**config.mk**
```make
export PLATFORM = sky130hd
export DESIGN_NAME = operand_fetch
export DESIGN_NICKNAME = d
export VERILOG_FILES = /design/src/rtl/cpu_pkg.sv /design/src/rtl/operand_bypass_mux.sv /design/src/rtl/operand_fetch.sv
export SDC_FILE = /design/constraint.sdc
export NUM_CORES = 1
export LEC_CHECK = 0
export ABC_AREA = 1
export BUFFER_PORTS_ARGS = -buffer_cell sky130_fd_sc_hd__buf_2
export CAP_MARGIN = 20
export CORE_MARGIN = 2
export CORE_UTILIZATION = 45
export DETAILED_ROUTE_END_ITERATION = 12
export PLACE_DENSITY = 0.85
export SLEW_MARGIN = 20
export SYNTH_ARGS = -nofsm -noshare
export SYNTH_HDL_FRONTEND = slang
export SYNTH_SLANG_ARGS = --single-unit
export TNS_END_PERCENT = 5
```
**constraint.sdc**
```tcl
create_clock -name clk -period 2.2 [get_ports clk]
set_input_delay 0.11 -clock clk [delete_from_list [all_inputs] [get_ports clk]]
set_output_delay 0.11 -clock clk [all_outputs]
set_load 0.03 [all_outputs]
```
**src/rtl/cpu_pkg.sv**
```systemverilog
// Shared constants for the 16-bit CPU pipeline: datapath widths and the
// special register indices used by decode, the register file and bypassing.
package cpu_pkg;

    localparam int DATA_W = 16;  // operand/result width
    localparam int IDX_W  = 4;   // register index width
    localparam int CTRL_W = 12;  // opaque decoded-control bundle width

    // Index 0 doubles as "no destination"; the register file drops writes to it.
    localparam logic [3:0] REG_NONE = 4'd0;
    localparam logic [3:0] REG_IH   = 4'd8;
    localparam logic [3:0] REG_SP   = 4'd9;
    localparam logic [3:0] REG_RA   = 4'd10;

endpackage

```
**src/rtl/operand_bypass_mux.sv**
```systemverilog
// Priority operand select for one source port: EX result first, then MEM
// result, then the register file read. A destination of REG_NONE never matches,
// so an instruction without a write (or a bubble) can never forward.
module operand_bypass_mux #(
    parameter int DATA_W = cpu_pkg::DATA_W,
    parameter int IDX_W  = cpu_pkg::IDX_W
) (
    input  logic [IDX_W-1:0]  src,
    input  logic [IDX_W-1:0]  exDst,
    input  logic [DATA_W-1:0] exData,
    input  logic [IDX_W-1:0]  memDst,
    input  logic [DATA_W-1:0] memData,
    input  logic [DATA_W-1:0] rfData,
    output logic [DATA_W-1:0] operand
);
    import cpu_pkg::*;

    logic exHit;
    logic memHit;

    assign exHit  = (src == exDst)  && (exDst  != IDX_W'(REG_NONE));
    assign memHit = (src == memDst) && (memDst != IDX_W'(REG_NONE));

    // Youngest producer wins: EX over MEM over the architectural value.
    always_comb begin
        operand = rfData;
        if (exHit) begin
            operand = exData;
        end else if (memHit) begin
            operand = memData;
        end
    end

endmodule

```
**src/rtl/operand_fetch.sv**
```systemverilog
// ID->EX stage: drives the register file read ports, resolves operands through
// the EX/MEM bypass, detects load-use hazards and holds the ID/EX latch.
// WB writes land in the register file on the falling edge, so WB is not bypassed.
//
// Flow control: decode presents an instruction with id_valid. stall (comb) asks
// decode to hold PC and the IF/ID latch; the held instruction is re-presented
// and accepted on the first edge where stall is low. of_valid marks the ID/EX
// latch as holding a live instruction; a bubble has of_valid, of_dst and
// of_is_load all 0.
module operand_fetch #(
    parameter int DATA_W = cpu_pkg::DATA_W,
    parameter int IDX_W  = cpu_pkg::IDX_W,
    parameter int CTRL_W = cpu_pkg::CTRL_W
) (
    input  logic              clk,
    input  logic              rst,
    input  logic              id_valid,
    input  logic [IDX_W-1:0]  id_src_s,
    input  logic [IDX_W-1:0]  id_src_m,
    input  logic              id_use_s,
    input  logic              id_use_m,
    input  logic              id_use_t,
    input  logic [IDX_W-1:0]  id_dst,
    input  logic              id_is_load,
    input  logic [DATA_W-1:0] id_imm,
    input  logic [CTRL_W-1:0] id_ctrl,
    output logic [IDX_W-1:0]  rf_index_s,
    output logic [IDX_W-1:0]  rf_index_m,
    input  logic [DATA_W-1:0] rf_data_s,
    input  logic [DATA_W-1:0] rf_data_m,
    input  logic              rf_t,
    input  logic [IDX_W-1:0]  fw_ex_dst,
    input  logic [DATA_W-1:0] fw_ex_data,
    input  logic              fw_ex_load,
    input  logic              fw_ex_t_we,
    input  logic              fw_ex_t,
    input  logic [IDX_W-1:0]  fw_mem_dst,
    input  logic [DATA_W-1:0] fw_mem_data,
    input  logic              flush,
    output logic              stall,
    output logic              of_valid,
    output logic [DATA_W-1:0] of_op_s,
    output logic [DATA_W-1:0] of_op_m,
    output logic              of_t,
    output logic [DATA_W-1:0] of_imm,
    output logic [CTRL_W-1:0] of_ctrl,
    output logic [IDX_W-1:0]  of_dst,
    output logic              of_is_load,
    output logic [15:0]       stall_count
);
    import cpu_pkg::*;

    logic [DATA_W-1:0] opS;
    logic [DATA_W-1:0] opM;
    logic              tResolved;
    logic              exLoadLive;
    logic              hazard;

    // Register file reads are addressed straight from decode (0-cycle latency).
    assign rf_index_s = id_src_s;
    assign rf_index_m = id_src_m;

    operand_bypass_mux #(.DATA_W(DATA_W), .IDX_W(IDX_W)) uBypassS (
        .src     (id_src_s),
        .exDst   (fw_ex_dst),
        .exData  (fw_ex_data),
        .memDst  (fw_mem_dst),
        .memData (fw_mem_data),
        .rfData  (rf_data_s),
        .operand (opS)
    );

    operand_bypass_mux #(.DATA_W(DATA_W), .IDX_W(IDX_W)) uBypassM (
        .src     (id_src_m),
        .exDst   (fw_ex_dst),
        .exData  (fw_ex_data),
        .memDst  (fw_mem_dst),
        .memData (fw_mem_data),
        .rfData  (rf_data_m),
        .operand (opM)
    );

    // T is produced in EX only, so a single-level bypass covers it.
    assign tResolved = fw_ex_t_we ? fw_ex_t : rf_t;

    // Load data is not ready until MEM; a consumer directly behind a load waits one cycle.
    assign exLoadLive = fw_ex_load && (fw_ex_dst != IDX_W'(REG_NONE));
    assign hazard = id_valid && exLoadLive &&
                    ((id_use_s && (id_src_s == fw_ex_dst)) ||
                     (id_use_m && (id_src_m == fw_ex_dst)));

    // A flush kills the waiting instruction, so there is nothing to hold; reset forces 0.
    assign stall = rst && hazard && !flush;

    // ID/EX latch: flush clears, hazard inserts a bubble, otherwise capture decode.
    always_ff @(posedge clk or negedge rst) begin
        if (!rst) begin
            of_valid   <= 1'b0;
            of_op_s    <= '0;
            of_op_m    <= '0;
            of_t       <= 1'b0;
            of_imm     <= '0;
            of_ctrl    <= '0;
            of_dst     <= '0;
            of_is_load <= 1'b0;
        end else if (flush) begin
            of_valid   <= 1'b0;
            of_op_s    <= '0;
            of_op_m    <= '0;
            of_t       <= 1'b0;
            of_imm     <= '0;
            of_ctrl    <= '0;
            of_dst     <= '0;
            of_is_load <= 1'b0;
        end else if (hazard) begin
            of_valid   <= 1'b0;
            of_dst     <= '0;
            of_is_load <= 1'b0;
        end else begin
            of_valid   <= id_valid;
            of_op_s    <= opS;
            of_op_m    <= opM;
            of_t       <= id_use_t ? tResolved : rf_t;
            of_imm     <= id_imm;
            of_ctrl    <= id_ctrl;
            // An empty slot must never look like a producer to the bypass network.
            of_dst     <= id_valid ? id_dst : IDX_W'(REG_NONE);
            of_is_load <= id_valid && id_is_load;
        end
    end

    // Saturating count of cycles lost to load-use stalls.
    always_ff @(posedge clk or negedge rst) begin
        if (!rst) begin
            stall_count <= 16'd0;
        end else if (stall && (stall_count != 16'hFFFF)) begin
            stall_count <= stall_count + 16'd1;
        end
    end

endmodule

```
==> results.cfg, run 1 <==
[run_status]
run_status = finished, final reports clean

[sta]
fin_hold_ws_ns = 0.0218
report.final.setup_viol = 0
max_clock_freq_mhz = 521
finalWorstPathRequiredPeriod_ns = 1.92
final_sum_of_negative_setup_slack_ns = 0
relSlewSlack_pct = 48.3
period_share_pct = 87.3
timing.final.hold_violations = 0
skew_ns = 0.00799
finalMaxSlewViolations = 0
unrepaired_setup_endpoints_after_global_routing = false
max_slew.worst_pin.slew_ns = 0.774

[power_and_ir_drop]
p_int_uw = 3170
power.ir.vdd_worst_mv = 0.416
power_frac_clock_pct = 25.5
total_switching_power_uw = 2120
power_frac_seq_pct = 34.8
swShare_pct = 40.1
leakage_uw = 0.00400
power_density_mw_per_mm2 = 805
power.combinational.fraction_pct = 39.7

[yosys]
synth.largest_area_cell = dfrtp_1
synth_seq_area_share_pct = 42.7
synth-main-ff-cell = dfrtp_1
combinational_family_with_the_most_area_after_synthesis = simple AND/OR/NAND/NOR gates
synth_cells = 691
synth_adder_area_share_pct = 0.257
synthXorXnorAreaFrac_pct = 1.62
synth.area.mux_share_pct = 0.206
fraction_of_registers_with_async_set_reset_pct = 100
yosys.cell_types.count = 33
synth_enable_flop_cells = 0
syn_nets = 816
netlist.area_leader.share_pct = 42.7
yosysWarningCount = 0
post_synth_instance_area_mm2 = 0.00487
netlist_top_cells_area = dfrtp_1 (43%), nand2_1 (23%), nand3_1 (7.6%), inv_1 (6.3%), nor2_1 (3.5%)
complex_gate_fraction_of_the_synthesized_area_pct = 5.01
ys_ff_latch = 83
avgSynthCellArea_um2 = 7.05
synth_simple_gate_area_share_pct = 38.7

[critical_path]
timing.critical_path.max_delay_family = simple AND/OR/NAND/NOR gates
cell_at_the_slowest_stage_of_the_critical_path = dfrtp_1
launching_element_type_of_the_critical_path = flop
critical_path.max_stage_delay_ns = 0.41
timing.critical_path.depth = 10
regToRegStartpoint = stall_count[1]
depth_of_the_most_critical_reg_to_reg_path = 10
crit_path_capture_type = flop
worst-path-max-fanout = 16
origin_of_the_worst_setup_path = stall_count[1]
rr_endpoint = stall_count[9]
critical_path.endpoint = stall_count[9]
cp_cell_sequence = ha_1 > nand2_1 > nor2_2 > nand3_2 > nor2_2 > nand3_2 > nand3b_1 > inv_1 > nand3_1 > nand2_1
timing.reg2reg.setup_slack_ns = 0.28
cp.arrival_ns = 2.16
worstPathRequired_ns = 2.43
crit_type = reg -> reg
worstPathBufferInverterCount = 1

[detailed_routing]
met2_wl_post_dr_mm = 7.28
drt-vias-per-instance = 4.94
routed.top_layer = met4
met1Wirelength_mm = 5.92
dr_wl_met3_mm = 1.24
first_pass_iters = 7
finalWirelength_mm = 14.9
drtAntennaViolNets = 0
remaining_drc_errors = 0
avgRoutedWirePerCell_um = 14.0
first_iter_violations = 398
via_count = 5280

[layout]
post_route_cells_drive_above_1_share_pct = 29.9
cell_count_final_fillers_out = 1068
n_fill_cell = 928
layout.nets = 1052
final_cell_mix = nand2_1 (294), buf_2 (214), dfrtp_1 (83)
flow.area_growth_from_synthesis_pct = 35.2
mostFrequentLayoutCell = nand2_1
antenna_cells_inserted = 0

[cts]
clkLatencyLatePin_ns = 0.34
root_buffer = clkbuf_8
cts_tree = yes
post-cts-setup-buffer-count = 0
h-tree-depth = 3
tritoncts.num_buffers = 9
post_cts_hold_buffer_count = 32
clkTransAtPathRegs_ns = 0.09
cts.sink_count = 83
clock_path_buffers = 2
cts_repair_resize_count = 0

[floorplan]
chip_width_um = 108
pin_count = 216
die_height_um = 108
placement_rows = 37
fp.coreArea_mm2 = 0.0104
initial_core_util_pct = 46.7
dieArea_mm2 = 0.0117

[placed_design]
hpwlAfterDp_mm = 10.4
placedCellCount = 1019
place.port_buffers = 215
place.gp.congestion = 0.860

[min_path]
worstHoldPathType = in -> reg
hold_path_cell_cnt = 3

[job]
drv_cap = 0

[global_route]
groute.usage.overall_pct = 25.2
largest_net_degree_at_the_start_of_global_routing = 78
first_global_vias = 5070
grt_pass1_wl_mm = 23.1
grt_remaining_overflow = 0
grt_antenna_before_repair = 0
-- cell families after synthesis --
| kind of cell | Yosys count |
|---|---|
| AOI/OAI and AO/OA | 34 |
| xor gates and xnor gates | 9 |
| adders and majority gates | 1 |
| buffers and inverters | 124 |
| DFF | 83 |
| muxes | 1 |
| and+or+nand+nor | 439 |
-- Yosys cell counts, drive strengths merged (2+ instances only) --
cell	n
buf	29
clkbuf	3
dfrtp	83
inv	91
nand2	297
nand3	80
nand4	2
nor2	53
nor3	4
o21ai	17
o21bai	16
xnor2	3
xor2	6
-- worst reg2reg max path, stage by stage, from the launching register on --
cell and delay [ns]:
dfrtp_1 0.41, ha_1 0.20, nand2_1 0.07, nor2_2 0.13, nand3_2 0.12, nor2_2 0.16, nand3_2 0.30, nand3b_1 0.25
inv_1 0.06, nand3_1 0.08, nand2_1 0.05
-- worst min-delay path by stage --
stage                         start         end
after global routing      id_imm[6]   of_imm[6]
after global placement          rst   of_dst[2]
after detailed placement        rst    of_valid
after CTS                 id_imm[6]   of_imm[6]
final                     id_imm[6]   of_imm[6]
after floorplan                 rst  of_ctrl[0]
-- layer usage --
layer	track usage, %	vias up
met4	11.8	0
met5	0	-
met2	43.8	246
li1	-	2573
met3	5.36	37
met1	29.7	2424
-- state kept, by name, indices dropped and copies added (netlist names) --
register / flops
of_op_m: 16
of_is_load: 1
of_op_s: 16
stall_count: 16
of_imm: 16
of_ctrl: 12
of_valid: 1
of_t: 1
of_dst: 4
-- area by class of cell --
class | instances | area, um^2 | area share, %
clock buffer | 11 | 141 | 2.15
tap | 136 | 170 | 2.59
timing repair buffer | 257 | 1510 | 22.9
multi-input combinational | 484 | 2230 | 33.9
sequential | 83 | 2080 | 31.6
inverter | 92 | 345 | 5.25
clock inverter | 5 | 108 | 1.63
-- power groups by stage --
stage	Clock (uW)	Sequential (uW)	Combinational (uW)
4_1_cts	1380	1840	2090
2_1_floorplan	0	2210	1110
6_report	1350	1840	2100
3_5_place_dp	0	1870	2030
5_1_grt	1450	1870	2320
3_3_place_gp	0	1860	1980
-- stage by stage --
stage / setup WS (ns) / instance area, um^2 / power, uW / util [%]
3_3_place_gp: 0.340 / 5980 / 3850 / 57.5
3_5_place_dp: 0.277 / 5980 / 3900 / 57.5
5_1_grt: 0.110 / 6580 / 5640 / 63.2
2_1_floorplan: 0.332 / 4870 / 3310 / -
4_1_cts: 0.310 / 6550 / 5310 / 62.9
6_report: 0.279 / 6580 / 5300 / 63.2
Power figures use the tool's default switching activity.
==> inputs of run 2 (changes only) <==
--- a/config.mk
+++ b/config.mk
@@ -11,7 +11,7 @@
 export CORE_MARGIN = 2
 export CORE_UTILIZATION = 45
 export DETAILED_ROUTE_END_ITERATION = 12
-export PLACE_DENSITY = 0.85
+export PLACE_DENSITY = 0.77
 export SLEW_MARGIN = 20
 export SYNTH_ARGS = -nofsm -noshare
 export SYNTH_HDL_FRONTEND = slang
==> run 2 against run 1 <==
Against the previous run:
- first-iteration DRC count down 12%
- sequential share of layout area grew 0.19 points
- non-clock buffer count is 3 higher
- wire length hardly changed
- die area stayed put
- critical path depth stayed put
==> results.cfg, run 2 (synthesis results as in run 1) <==
[floorplan]
chip_width_um = 108
fp.coreArea_mm2 = 0.0104
dieArea_mm2 = 0.0117
placement_rows = 37
initial_core_util_pct = 46.7
pin_count = 216
die_height_um = 108

[sta]
worst_slack_ns = 0.319
period_share_pct = 85.5
finalWorstPathRequiredPeriod_ns = 1.88
max_slew.worst_pin.slew_ns = 0.952
timing.final.hold_violations = 0
unrepaired_setup_endpoints_after_global_routing = false
max_clock_freq_mhz = 532
finalMaxSlewViolations = 0
report.final.setup_viol = 0
relSlewSlack_pct = 36.5
skew_ns = 0.00259
fin_hold_ws_ns = 0.0983
final_sum_of_negative_setup_slack_ns = 0

[critical_path]
crit_type = reg -> reg
worstPathRequired_ns = 2.43
regToRegStartpoint = stall_count[0]
origin_of_the_worst_setup_path = stall_count[0]
launching_element_type_of_the_critical_path = flop
worst-path-max-fanout = 16
crit_path_capture_type = flop
cp.arrival_ns = 2.11
timing.reg2reg.setup_slack_ns = 0.32

[run_status]
run_status = finished, final reports clean

[layout]
final_core_utilization_pct = 62.8
flow.area_growth_from_synthesis_pct = 34.4
mostFrequentLayoutCell = nand2_1
final_cell_mix = nand2_1 (294), buf_2 (214), dfrtp_1 (83)
post_route_cells_drive_above_1_share_pct = 29.9
antenna_cells_inserted = 0
layout.nets = 1055
n_fill_cell = 925

[detailed_routing]
first_iter_violations = 351
remaining_drc_errors = 0
avgRoutedWirePerCell_um = 13.9
via_count = 5154
first_pass_iters = 5
finalWirelength_mm = 14.9
drt-vias-per-instance = 4.82
drtAntennaViolNets = 0

[cts]
clkLatencyLatePin_ns = 0.33
tritoncts.num_buffers = 9
cts.sink_count = 83
cts_tree = yes
h-tree-depth = 3
post-cts-setup-buffer-count = 0
clock_path_buffers = 2
clkTransAtPathRegs_ns = 0.09
root_buffer = clkbuf_8
cts_repair_resize_count = 0

[global_route]
first_global_vias = 4940
grt_antenna_before_repair = 0
grt_pass1_wl_mm = 23.4
groute.usage.overall_pct = 25.4
grt_remaining_overflow = 0
largest_net_degree_at_the_start_of_global_routing = 76

[job]
drv_cap = 0

[min_path]
worstHoldPathType = in -> reg
holdCritStartpoint = rf_data_s[10]

[placed_design]
place.gp.congestion = 0.962
post-place-ws_ns = 0.344
hpwlAfterDp_mm = 10.5
place.port_buffers = 215

[power_and_ir_drop]
power.ir.vdd_worst_mv = 0.346
leakage_uw = 0.00398
power_density_mw_per_mm2 = 771
[run 2: through the flow]
step	total power [uW]	instance area, um^2	instances
after CTS	5080	6540	1070
after global placement	3860	6000	1021
after detailed placement	3900	6000	1021
final	5040	6540	1070
after floorplan	3310	4870	691
after global routing	5390	6540	1070
[run 2: final timing paths]
path,depth (start not counted),to
setup / recovery,10,stall_count[13]
hold / removal,5,of_op_s[10]
setup reg to reg,10,stall_count[13]
hold reg to reg,2,of_ctrl[7]
max in group asynchronous,3,of_ctrl[4]
min in group asynchronous,2,of_dst[3]
[run 2: final cells by class]
cell class / count / area, um^2 / area share (%)
clock inverters: 3 / 46.3 / 0.708
flip-flops and latches: 83 / 2080 / 31.8
inverters: 92 / 345 / 5.28
clock buffers: 12 / 155 / 2.37
repair buffers: 260 / 1510 / 23.1
well taps: 136 / 170 / 2.60
multi-input cells: 484 / 2230 / 34.1
[run 2: power breakdown]
part           internal [uW]  total (uW)  switching (uW)  leakage (uW)
clock network            586        1110             519     0.0000991
logic                    679        2090            1410       0.00286
registers               1700        1850             146       0.00102
total                   2960        5040            2080       0.00398
[run 2: critical path, stage by stage, from the launching register on]
cell,delay (ns)
dfrtp_1,0.39
ha_1,0.19
nand2_1,0.07
nor2_2,0.14
nand3_2,0.12
nor2_2,0.17
nand3_2,0.28
nand3_1,0.22
inv_1,0.06
nand3_1,0.07
nand2_1,0.05
[run 2: timing repair]
action / 4_1_cts / 5_1_grt
setup endpoints to repair: 0 / 0
endpoints found under the hold margin: 41 / 0
hold buffers: 34 / 0
[run 2: layer usage]
metal	track usage [%]	share of wire [%]	vias up
met2	45.3	49	250
met1	30.6	40	2314
met5	0	0	-
li1	-	-	2572
met4	7.97	1.8	0
met3	5.55	8.5	18
